$ cat config.mk
export PLATFORM = sky130hd
export DESIGN_NAME = input_conditioner_flat
export DESIGN_NICKNAME = d
export VERILOG_FILES = /design/src/rtl/input_conditioner_if.sv /design/src/rtl/input_conditioner.sv /design/src/flat_wrapper.sv
export SDC_FILE = /design/constraint.sdc
export NUM_CORES = 1
export LEC_CHECK = 0
export ABC_AREA = 1
export ABC_CLOCK_PERIOD_IN_PS = 1750
export CORE_UTILIZATION = 42
export CTS_CLUSTER_DIAMETER = 150
export DETAILED_ROUTE_END_ITERATION = 10
export PLACE_DENSITY = 0.77
export SLEW_MARGIN = 20
export SYNTH_ARGS = -nofsm -noshare
export SYNTH_HDL_FRONTEND = slang
export SYNTH_SLANG_ARGS = --single-unit
$ cat constraint.sdc
create_clock -name clk -period 1.75 [get_ports clk]
set_clock_uncertainty 0.05 [all_clocks]
set_input_delay 0.4375 -clock clk [delete_from_list [all_inputs] [get_ports clk]]
set_output_delay 0.4375 -clock clk [all_outputs]
set_load 0.01 [all_outputs]
$ cat src/rtl/input_conditioner_if.sv
// Signal bundle between a raw-input source and the input conditioner.
// The source (master) drives raw_in/glitch_clr; the conditioner (slave) drives the clean outputs.
interface input_conditioner_if #(
    parameter int unsigned GLITCH_W = 8
);
    logic                raw_in;
    logic                glitch_clr;
    logic                x_db;
    logic                rise_pulse;
    logic                fall_pulse;
    logic [GLITCH_W-1:0] glitch_cnt;

    modport master (
        output raw_in,
        output glitch_clr,
        input  x_db,
        input  rise_pulse,
        input  fall_pulse,
        input  glitch_cnt
    );

    modport slave (
        input  raw_in,
        input  glitch_clr,
        output x_db,
        output rise_pulse,
        output fall_pulse,
        output glitch_cnt
    );
endinterface

$ cat src/rtl/input_conditioner.sv
// Synchronises and debounces an asynchronous single-bit input, producing a clean level,
// one-cycle rise/fall strobes and a saturating count of rejected glitches.
module input_conditioner #(
    parameter int unsigned SYNC_STAGES     = 2,
    parameter int unsigned DEBOUNCE_CYCLES = 4,
    parameter logic        RESET_LEVEL     = 1'b0,
    parameter int unsigned GLITCH_W        = 8
) (
    input logic                clk,
    input logic                clk_rst_n,
    input_conditioner_if.slave bus
);

    localparam int unsigned CntW = $clog2(DEBOUNCE_CYCLES + 1);
    localparam logic [CntW-1:0] CntOne  = CntW'(1);
    localparam logic [CntW-1:0] CntLast = CntW'(DEBOUNCE_CYCLES - 1);

    typedef enum logic [1:0] {
        StStableLow,
        StPendHigh,
        StStableHigh,
        StPendLow
    } state_e;

    localparam state_e StReset = RESET_LEVEL ? StStableHigh : StStableLow;

    logic [SYNC_STAGES-1:0] sync_q;
    logic                   sync_out;
    state_e                 state_q, state_d;
    logic [CntW-1:0]        cnt_q, cnt_d;
    logic                   x_db_q, x_db_d;
    logic                   rise_q, rise_d;
    logic                   fall_q, fall_d;
    logic [GLITCH_W-1:0]    glitch_q, glitch_d;
    logic                   glitch_hit;

    assign sync_out = sync_q[SYNC_STAGES-1];

    always_ff @(posedge clk or negedge clk_rst_n) begin
        if (!clk_rst_n) begin
            sync_q <= {SYNC_STAGES{RESET_LEVEL}};
        end else begin
            sync_q <= {sync_q[SYNC_STAGES-2:0], bus.raw_in};
        end
    end

    always_comb begin
        state_d    = state_q;
        cnt_d      = cnt_q;
        x_db_d     = x_db_q;
        rise_d     = 1'b0;
        fall_d     = 1'b0;
        glitch_hit = 1'b0;
        unique case (state_q)
            StStableLow: begin
                if (sync_out) begin
                    if (DEBOUNCE_CYCLES == 1) begin
                        state_d = StStableHigh;
                        x_db_d  = 1'b1;
                        rise_d  = 1'b1;
                    end else begin
                        state_d = StPendHigh;
                        cnt_d   = CntOne;
                    end
                end
            end
            StPendHigh: begin
                if (!sync_out) begin
                    state_d    = StStableLow;
                    cnt_d      = '0;
                    glitch_hit = 1'b1;
                end else if (cnt_q == CntLast) begin
                    state_d = StStableHigh;
                    cnt_d   = '0;
                    x_db_d  = 1'b1;
                    rise_d  = 1'b1;
                end else begin
                    cnt_d = cnt_q + CntOne;
                end
            end
            StStableHigh: begin
                if (!sync_out) begin
                    if (DEBOUNCE_CYCLES == 1) begin
                        state_d = StStableLow;
                        x_db_d  = 1'b0;
                        fall_d  = 1'b1;
                    end else begin
                        state_d = StPendLow;
                        cnt_d   = CntOne;
                    end
                end
            end
            StPendLow: begin
                if (sync_out) begin
                    state_d    = StStableHigh;
                    cnt_d      = '0;
                    glitch_hit = 1'b1;
                end else if (cnt_q == CntLast) begin
                    state_d = StStableLow;
                    cnt_d   = '0;
                    x_db_d  = 1'b0;
                    fall_d  = 1'b1;
                end else begin
                    cnt_d = cnt_q + CntOne;
                end
            end
            default: state_d = StReset;
        endcase
    end

    // Clear takes priority over a rejection landing on the same edge.
    always_comb begin
        glitch_d = glitch_q;
        if (bus.glitch_clr) begin
            glitch_d = '0;
        end else if (glitch_hit && (glitch_q != '1)) begin
            glitch_d = glitch_q + GLITCH_W'(1);
        end
    end

    always_ff @(posedge clk or negedge clk_rst_n) begin
        if (!clk_rst_n) begin
            state_q  <= StReset;
            cnt_q    <= '0;
            x_db_q   <= RESET_LEVEL;
            rise_q   <= 1'b0;
            fall_q   <= 1'b0;
            glitch_q <= '0;
        end else begin
            state_q  <= state_d;
            cnt_q    <= cnt_d;
            x_db_q   <= x_db_d;
            rise_q   <= rise_d;
            fall_q   <= fall_d;
            glitch_q <= glitch_d;
        end
    end

    assign bus.x_db       = x_db_q;
    assign bus.rise_pulse = rise_q;
    assign bus.fall_pulse = fall_q;
    assign bus.glitch_cnt = glitch_q;

endmodule

$ cat src/flat_wrapper.sv
// flat-port wrapper written by rule: the top's interface ports become plain ports
module input_conditioner_flat 
#(
    parameter int unsigned SYNC_STAGES     = 2,
    parameter int unsigned DEBOUNCE_CYCLES = 4,
    parameter logic        RESET_LEVEL     = 1'b0,
    parameter int unsigned GLITCH_W        = 8
)
  (clk, clk_rst_n, bus_raw_in, bus_glitch_clr, bus_x_db, bus_rise_pulse, bus_fall_pulse, bus_glitch_cnt);
  input_conditioner_if #(.GLITCH_W(GLITCH_W)) bus_i ();
  input logic clk;
  input logic clk_rst_n;
  input wire logic [$bits(bus_i.raw_in)-1:0] bus_raw_in;
  input wire logic [$bits(bus_i.glitch_clr)-1:0] bus_glitch_clr;
  output wire logic [$bits(bus_i.x_db)-1:0] bus_x_db;
  output wire logic [$bits(bus_i.rise_pulse)-1:0] bus_rise_pulse;
  output wire logic [$bits(bus_i.fall_pulse)-1:0] bus_fall_pulse;
  output wire logic [$bits(bus_i.glitch_cnt)-1:0] bus_glitch_cnt;
  assign bus_i.raw_in = bus_raw_in;
  assign bus_i.glitch_clr = bus_glitch_clr;
  assign bus_x_db = bus_i.x_db;
  assign bus_rise_pulse = bus_i.rise_pulse;
  assign bus_fall_pulse = bus_i.fall_pulse;
  assign bus_glitch_cnt = bus_i.glitch_cnt;
  input_conditioner #(.SYNC_STAGES(SYNC_STAGES), .DEBOUNCE_CYCLES(DEBOUNCE_CYCLES), .RESET_LEVEL(RESET_LEVEL), .GLITCH_W(GLITCH_W)) u_core (.clk(clk), .clk_rst_n(clk_rst_n), .bus(bus_i));
endmodule
---- Word-level counts from Yosys, hierarchy flattened ----
Cells that the tools add are included.
word-level totals
  input bits .............................. 4
  output and inout bits ................... 11
  bits in latches ......................... 0
  logic and storage cells ................. 57
  memories ................................ 0
  RAM bits ................................ 0
  register bits ........................... 18
  ROM bits ................................ 0
operators by class
  multiplexer cells ....................... 28
  equal/unequal tests ..................... 13
  shift operators ......................... 0
  $lt $le $gt $ge ......................... 0
  divide/modulo/power cells ............... 0
  add/sub/neg operators ................... 2
  multipliers ............................. 0
  reductions and logical operators ........ 7
  bitwise gates (word level) .............. 0
operators by type and width
  cell                                                 count
  2-to-1 mux 8 bit                                     2
  2-to-1 mux 3 bit                                     5
  2-to-1 mux 2 bit                                     6
  case mux 3 bit (4 select lines)                      1
  2-to-1 mux 1 bit                                     11
  adder 8 x 1 -> 8 bit, second input constant          1
  != test 2 x 1 -> 1 bit, second input constant        4
  != test 8 bit, second input constant                 1
  case mux 2 bit (4 select lines)                      1
  AND reduction 5 bit                                  1
  equality test 2 bit, second input constant           2
  != test 2 bit, second input constant                 2
  case mux 1 bit (2 select lines)                      2
  AND reduction 4 bit                                  1
  nonzero test 2 bit                                   2
  adder 3 x 1 -> 3 bit, second input constant          1
  equality test 3 x 2 -> 1 bit, second input constant  1
  != test 3 x 1 -> 1 bit, second input constant        1
  != test 3 bit, second input constant                 1
  equality test 2 x 1 -> 1 bit, second input constant  1
  logical NOT 2 bit                                    1
  AND reduction 2 bit                                  1
  logical AND 1 bit                                    1

---- Depth between registers and ports, before layout ----
  depth in word-level cells ............... 5
  depth in mapped cells ................... 9
  mapped depth without buffers ............ 9

---- Worst setup path after synthesis ----
Ideal clock, no wire load.
  kind .................................... flip-flop to flip-flop
  start point ............................. register u_core.glitch_q[0] (netlist: u_core.bus.glitch_cnt[0])
  end point ............................... register u_core.glitch_q[4] (netlist: u_core.bus.glitch_cnt[4])
  data arrival time ....................... 1124 ps
  cell stages (with the launch flop) ...... 10
  path slack .............................. 455 ps
  setup time .............................. 121 ps
  clock period less this slack ............ 1295 ps
  cells stage by stage .................... dfrtp_1 ha_1 nand2_2 nor2_4 nand2_2 nand2_4 inv_2 nand2_1 nand2_1 nor2_2
on the way
  cells in the longest elaborated chain, start to end .. 3
  elaborated cells on any way between the ends .. 6
  classes of those cells .................. add/sub: 1; eq/ne: 1; mux: 2; reduce/logical: 2
ends and longest elaborated chain
  element                                                        RTL line                                            source
  from (decl)                                                    input_conditioner.sv:34                             logic [GLITCH_W-1:0] glitch_q, glitch_d;
  from (signal assigned)                                         input_conditioner.sv:135                            glitch_q <= glitch_d;
  adder 8 x 1 -> 8 bit / != test 8 bit (equally long branches)   input_conditioner.sv:117, input_conditioner.sv:116
  2-to-1 mux 8 bit / logical AND 1 bit (equally long branches)   input_conditioner.sv:116                            end else if (glitch_hit && (glitch_q != '1)) begin
  2-to-1 mux 8 bit / nonzero test 2 bit (equally long branches)  --
Parallel ways exist; a longest one is shown, timed or not. The select of a mux whose other input is x is not followed.
A chain may end at the register's enable or synchronous reset.

---- Final worst setup path ----
  start point ............................. register u_core.glitch_q[1] (netlist: u_core.bus.glitch_cnt[1])
  end point ............................... output port bus_glitch_cnt[1]
RTL lines
  element    RTL line            source
  to (decl)  flat_wrapper.sv:18  output wire logic [$bits(bus_i.glitch_cnt)-1:0] bus_glitch_cnt;
No word-level cell between the ends.

==> results.json <==
{
  "cts.sinks": 18,
  "portBuffers": 14,
  "die_y_um": 47.4,
  "worstSetupPathType": "reg2out",
  "place_area_um2": 1050,
  "end_kind": "output pin",
  "initial_core_util": 0.447,
  "grt_max_degree": 19,
  "reg2regPathDepth": 10,
  "wl_met2_um": 898,
  "max_stage_delay_ns": 0.55,
  "timing.hold.ws_ns": 0.317,
  "start_kind": "register",
  "diodes": 0,
  "synth-edff-count": 0,
  "synth_flop_cell": "dfrtp_1",
  "worstMarginPinSlew_ns": 0.268,
  "clkTransAtPathRegs_ns": 0.11,
  "maxSlewHeadroom": 0.821,
  "rrSetupSlack_ns": 0.28,
  "ir_drop_v": 0.000702,
  "finalInstanceArea_um2": 1120,
  "status": "finished clean",
  "slew_violations": 0,
  "antenna_found_initial": 0,
  "place_hpwl_um": 1230,
  "hold_viol_final": 0,
  "min_path_type": "reg2reg",
  "met3_length_um": 90,
  "period_share": 0.976,
  "required_ns": 1.26,
  "syn_to_final_growth_pct": 29.6,
  "postRouteWirelength_um": 1920,
  "vias": 755,
  "ios": 15,
  "vias_per_cell": 5.00,
  "yosysSeqAreaShare": 0.519,
  "place_congestion": 0.886,
  "synth_top_area_cell": "dfrtp_1",
  "min_to": "u_core.sync_q[1]$_DFF_PN0_",
  "fmax_mhz": 585,
  "ys_ff_latch": 18,
  "setup_tns_ns": 0,
  "dieArea_um2": 2250,
  "cts_tree": "done",
  "synth.area.top_cells": "dfrtp_1 (52%), nand2_1 (10%), nand3_1 (5.2%), inv_1 (5.2%), nor2_1 (3.9%)",
  "grt_use_total": 0.181,
  "die_w_um": 47.4,
  "min_path_cells": 0,
  "synth_top_area_share": 0.519,
  "drc": 0,
  "ys_warn_count": 0,
  "core.rowCount": 16,
  "grt_overflow": 0,
  "netlist_area_um2": 867,
  "cts_buffers": 3,
  "synth.most_common_cell": "nand2_1",
  "maxUsedRoutingLayer": "met4",
  "core_um2": 1940,
  "final_cells": 151,
  "grt_pass1_vias": 627,
  "r2r_end": "u_core.bus.glitch_cnt[7]$_DFFE_PN0P_",
  "drt-met1-wl_um": 885,
  "cp_max_fo": 2,
  "max_cap_violations": 0,
  "clkLatencyLatePin_ns": 0.29,
  "h-tree-depth": 1,
  "report.power.total_w": 0.00113,
  "setup_violations": 0,
  "yosysUniqueCellTypes": 22,
  "synth.cells.most_frequent": "nand2_1 (24), dfrtp_1 (18), inv_1 (12)",
  "syn_inst": 101,
  "p_per_area_nw_per_um2": 1010,
  "grt_pass1_wl_um": 2730,
  "fin_crit_ns": 1.71,
  "leakagePower_nw": 0.637,
  "synthesis.nets": 107,
  "drive_gt1_frac": 0.161,
  "crit_path_top_delay_cell": "clkdlybuf4s50_1",
  "cts-root-buf": "clkbuf_4",
  "drt-pass1-iter-count": 4,
  "postSynthAreaPerCell_um2": 8.58,
  "cpLargestDelayFamily": "buffers and inverters",
  "ant_nets": 0,
  "fill_cells": 180,
  "hold_path.startpoint": "u_core.sync_q[0]$_DFF_PN0_",
  "rsz0062_at_grt": "no",
  "dp.cells": 143,
  "clock_path_buffers": 2,
  "crit_chain": "clkdlybuf4s50_1",
  "avgRoutedWirePerCell_um": 12.7,
  "synthArstFlopShare": 1.00,
  "crit_arrival_ns": 1.22,
  "drt-initial-drc-count": 26,
  "crit_buf_inv": 1,
  "r2r-start": "u_core.bus.glitch_cnt[1]$_DFFE_PN0P_",
  "layout.nets": 131
}
-- power breakdown --
group / switching [W] / leakage (nW) / internal [W] / total, W
clock network: 0.000131 / 0.0210 / 0.000127 / 0.000258
registers: 0.0000650 / 0.236 / 0.000483 / 0.000548
logic: 0.000195 / 0.380 / 0.000134 / 0.000328
-- registers in the layout, summed over array words and instances, names as in the netlist, named ones only --
name,cells
u_core.bus.glitch_cnt,8
u_core.cnt_q,3
u_core.sync_q,2
u_core.bus.fall_pulse,1
u_core.bus.rise_pulse,1
u_core.bus.x_db,1
u_core.state_q,1
-- routing by layer --
layer | vias up | track usage
li1 | 375 | -
met1 | 353 | 0.256
met2 | 23 | 0.260
met3 | 4 | 0.0377
met4 | 0 | 0.103
met5 | - | 0
-- cell type report --
class,count,area (um^2),share of cell area
Clock buffer,4,36.3,0.0323
Tap cell,27,33.8,0.0301
Sequential cell,18,452,0.402
Timing Repair Buffer,19,185,0.165
Inverter,14,55.1,0.0490
Multi-Input combinational cell,69,362,0.322
-- what timing repair did --
item                       4_1_cts  5_1_grt
buffers inserted                 3        1
gates resized for setup          3        4
hold buffers                     0        0
setup endpoints to repair        5        4
-- stage by stage --
step	setup WS (ns)	utilization
floorplan	0.455	-
global placement	0.226	0.540
detailed placement	0.200	0.540
CTS	0.0166	0.570
global route	0.0109	0.579
finish	0.0420	0.579
-- placed cells by master (no fill, tap or decap) --
master / count
a21oi_1: 4
a31oi_1: 2
buf_4: 5
clkbuf_4: 3
clkbuf_8: 1
clkdlybuf4s50_1: 8
dfrtp_1: 17
dfrtp_2: 1
dlygate4sd2_1: 2
dlymetal6s2s_1: 4
ha_1: 2
inv_1: 12
inv_2: 1
inv_4: 1
nand2_1: 24
nand2_2: 4
nand2_4: 2
nand3_1: 9
nand3b_1: 1
nand4_1: 1
nor2_1: 9
nor2_2: 1
nor2_4: 1
nor3b_1: 1
o21ai_0: 3
o21ai_1: 2
o21bai_1: 1
o31ai_1: 1
xor2_1: 1
-- logic make-up after synthesis --
kind of cell    after synthesis  synth area share
compound gates               13            0.0837
xor+xnor                      1            0.0101
flops                        18             0.519
buf+inv                      14            0.0635
simple gates                 53             0.294
fa+ha+maj                     2            0.0289
-- how the worst max path moves through the flow --
stage	startpoint	to	slack, ns	cells after the start
6_report	u_core.bus.glitch_cnt[1]$_DFFE_PN0P_	bus_glitch_cnt[1]	0.04	1
5_1_grt	u_core.bus.glitch_cnt[1]$_DFFE_PN0P_	bus_glitch_cnt[1]	0.01	1
4_1_cts	u_core.bus.glitch_cnt[6]$_DFFE_PN0P_	bus_glitch_cnt[6]	0.02	1
3_5_place_dp	bus_glitch_clr	u_core.bus.glitch_cnt[7]$_DFFE_PN0P_	0.20	6
3_3_place_gp	bus_glitch_clr	u_core.bus.glitch_cnt[7]$_DFFE_PN0P_	0.23	6
2_1_floorplan	u_core.bus.glitch_cnt[0]$_DFFE_PN0P_	u_core.bus.glitch_cnt[4]$_DFFE_PN0P_	0.46	9
(Power assumes the default switching activity.)
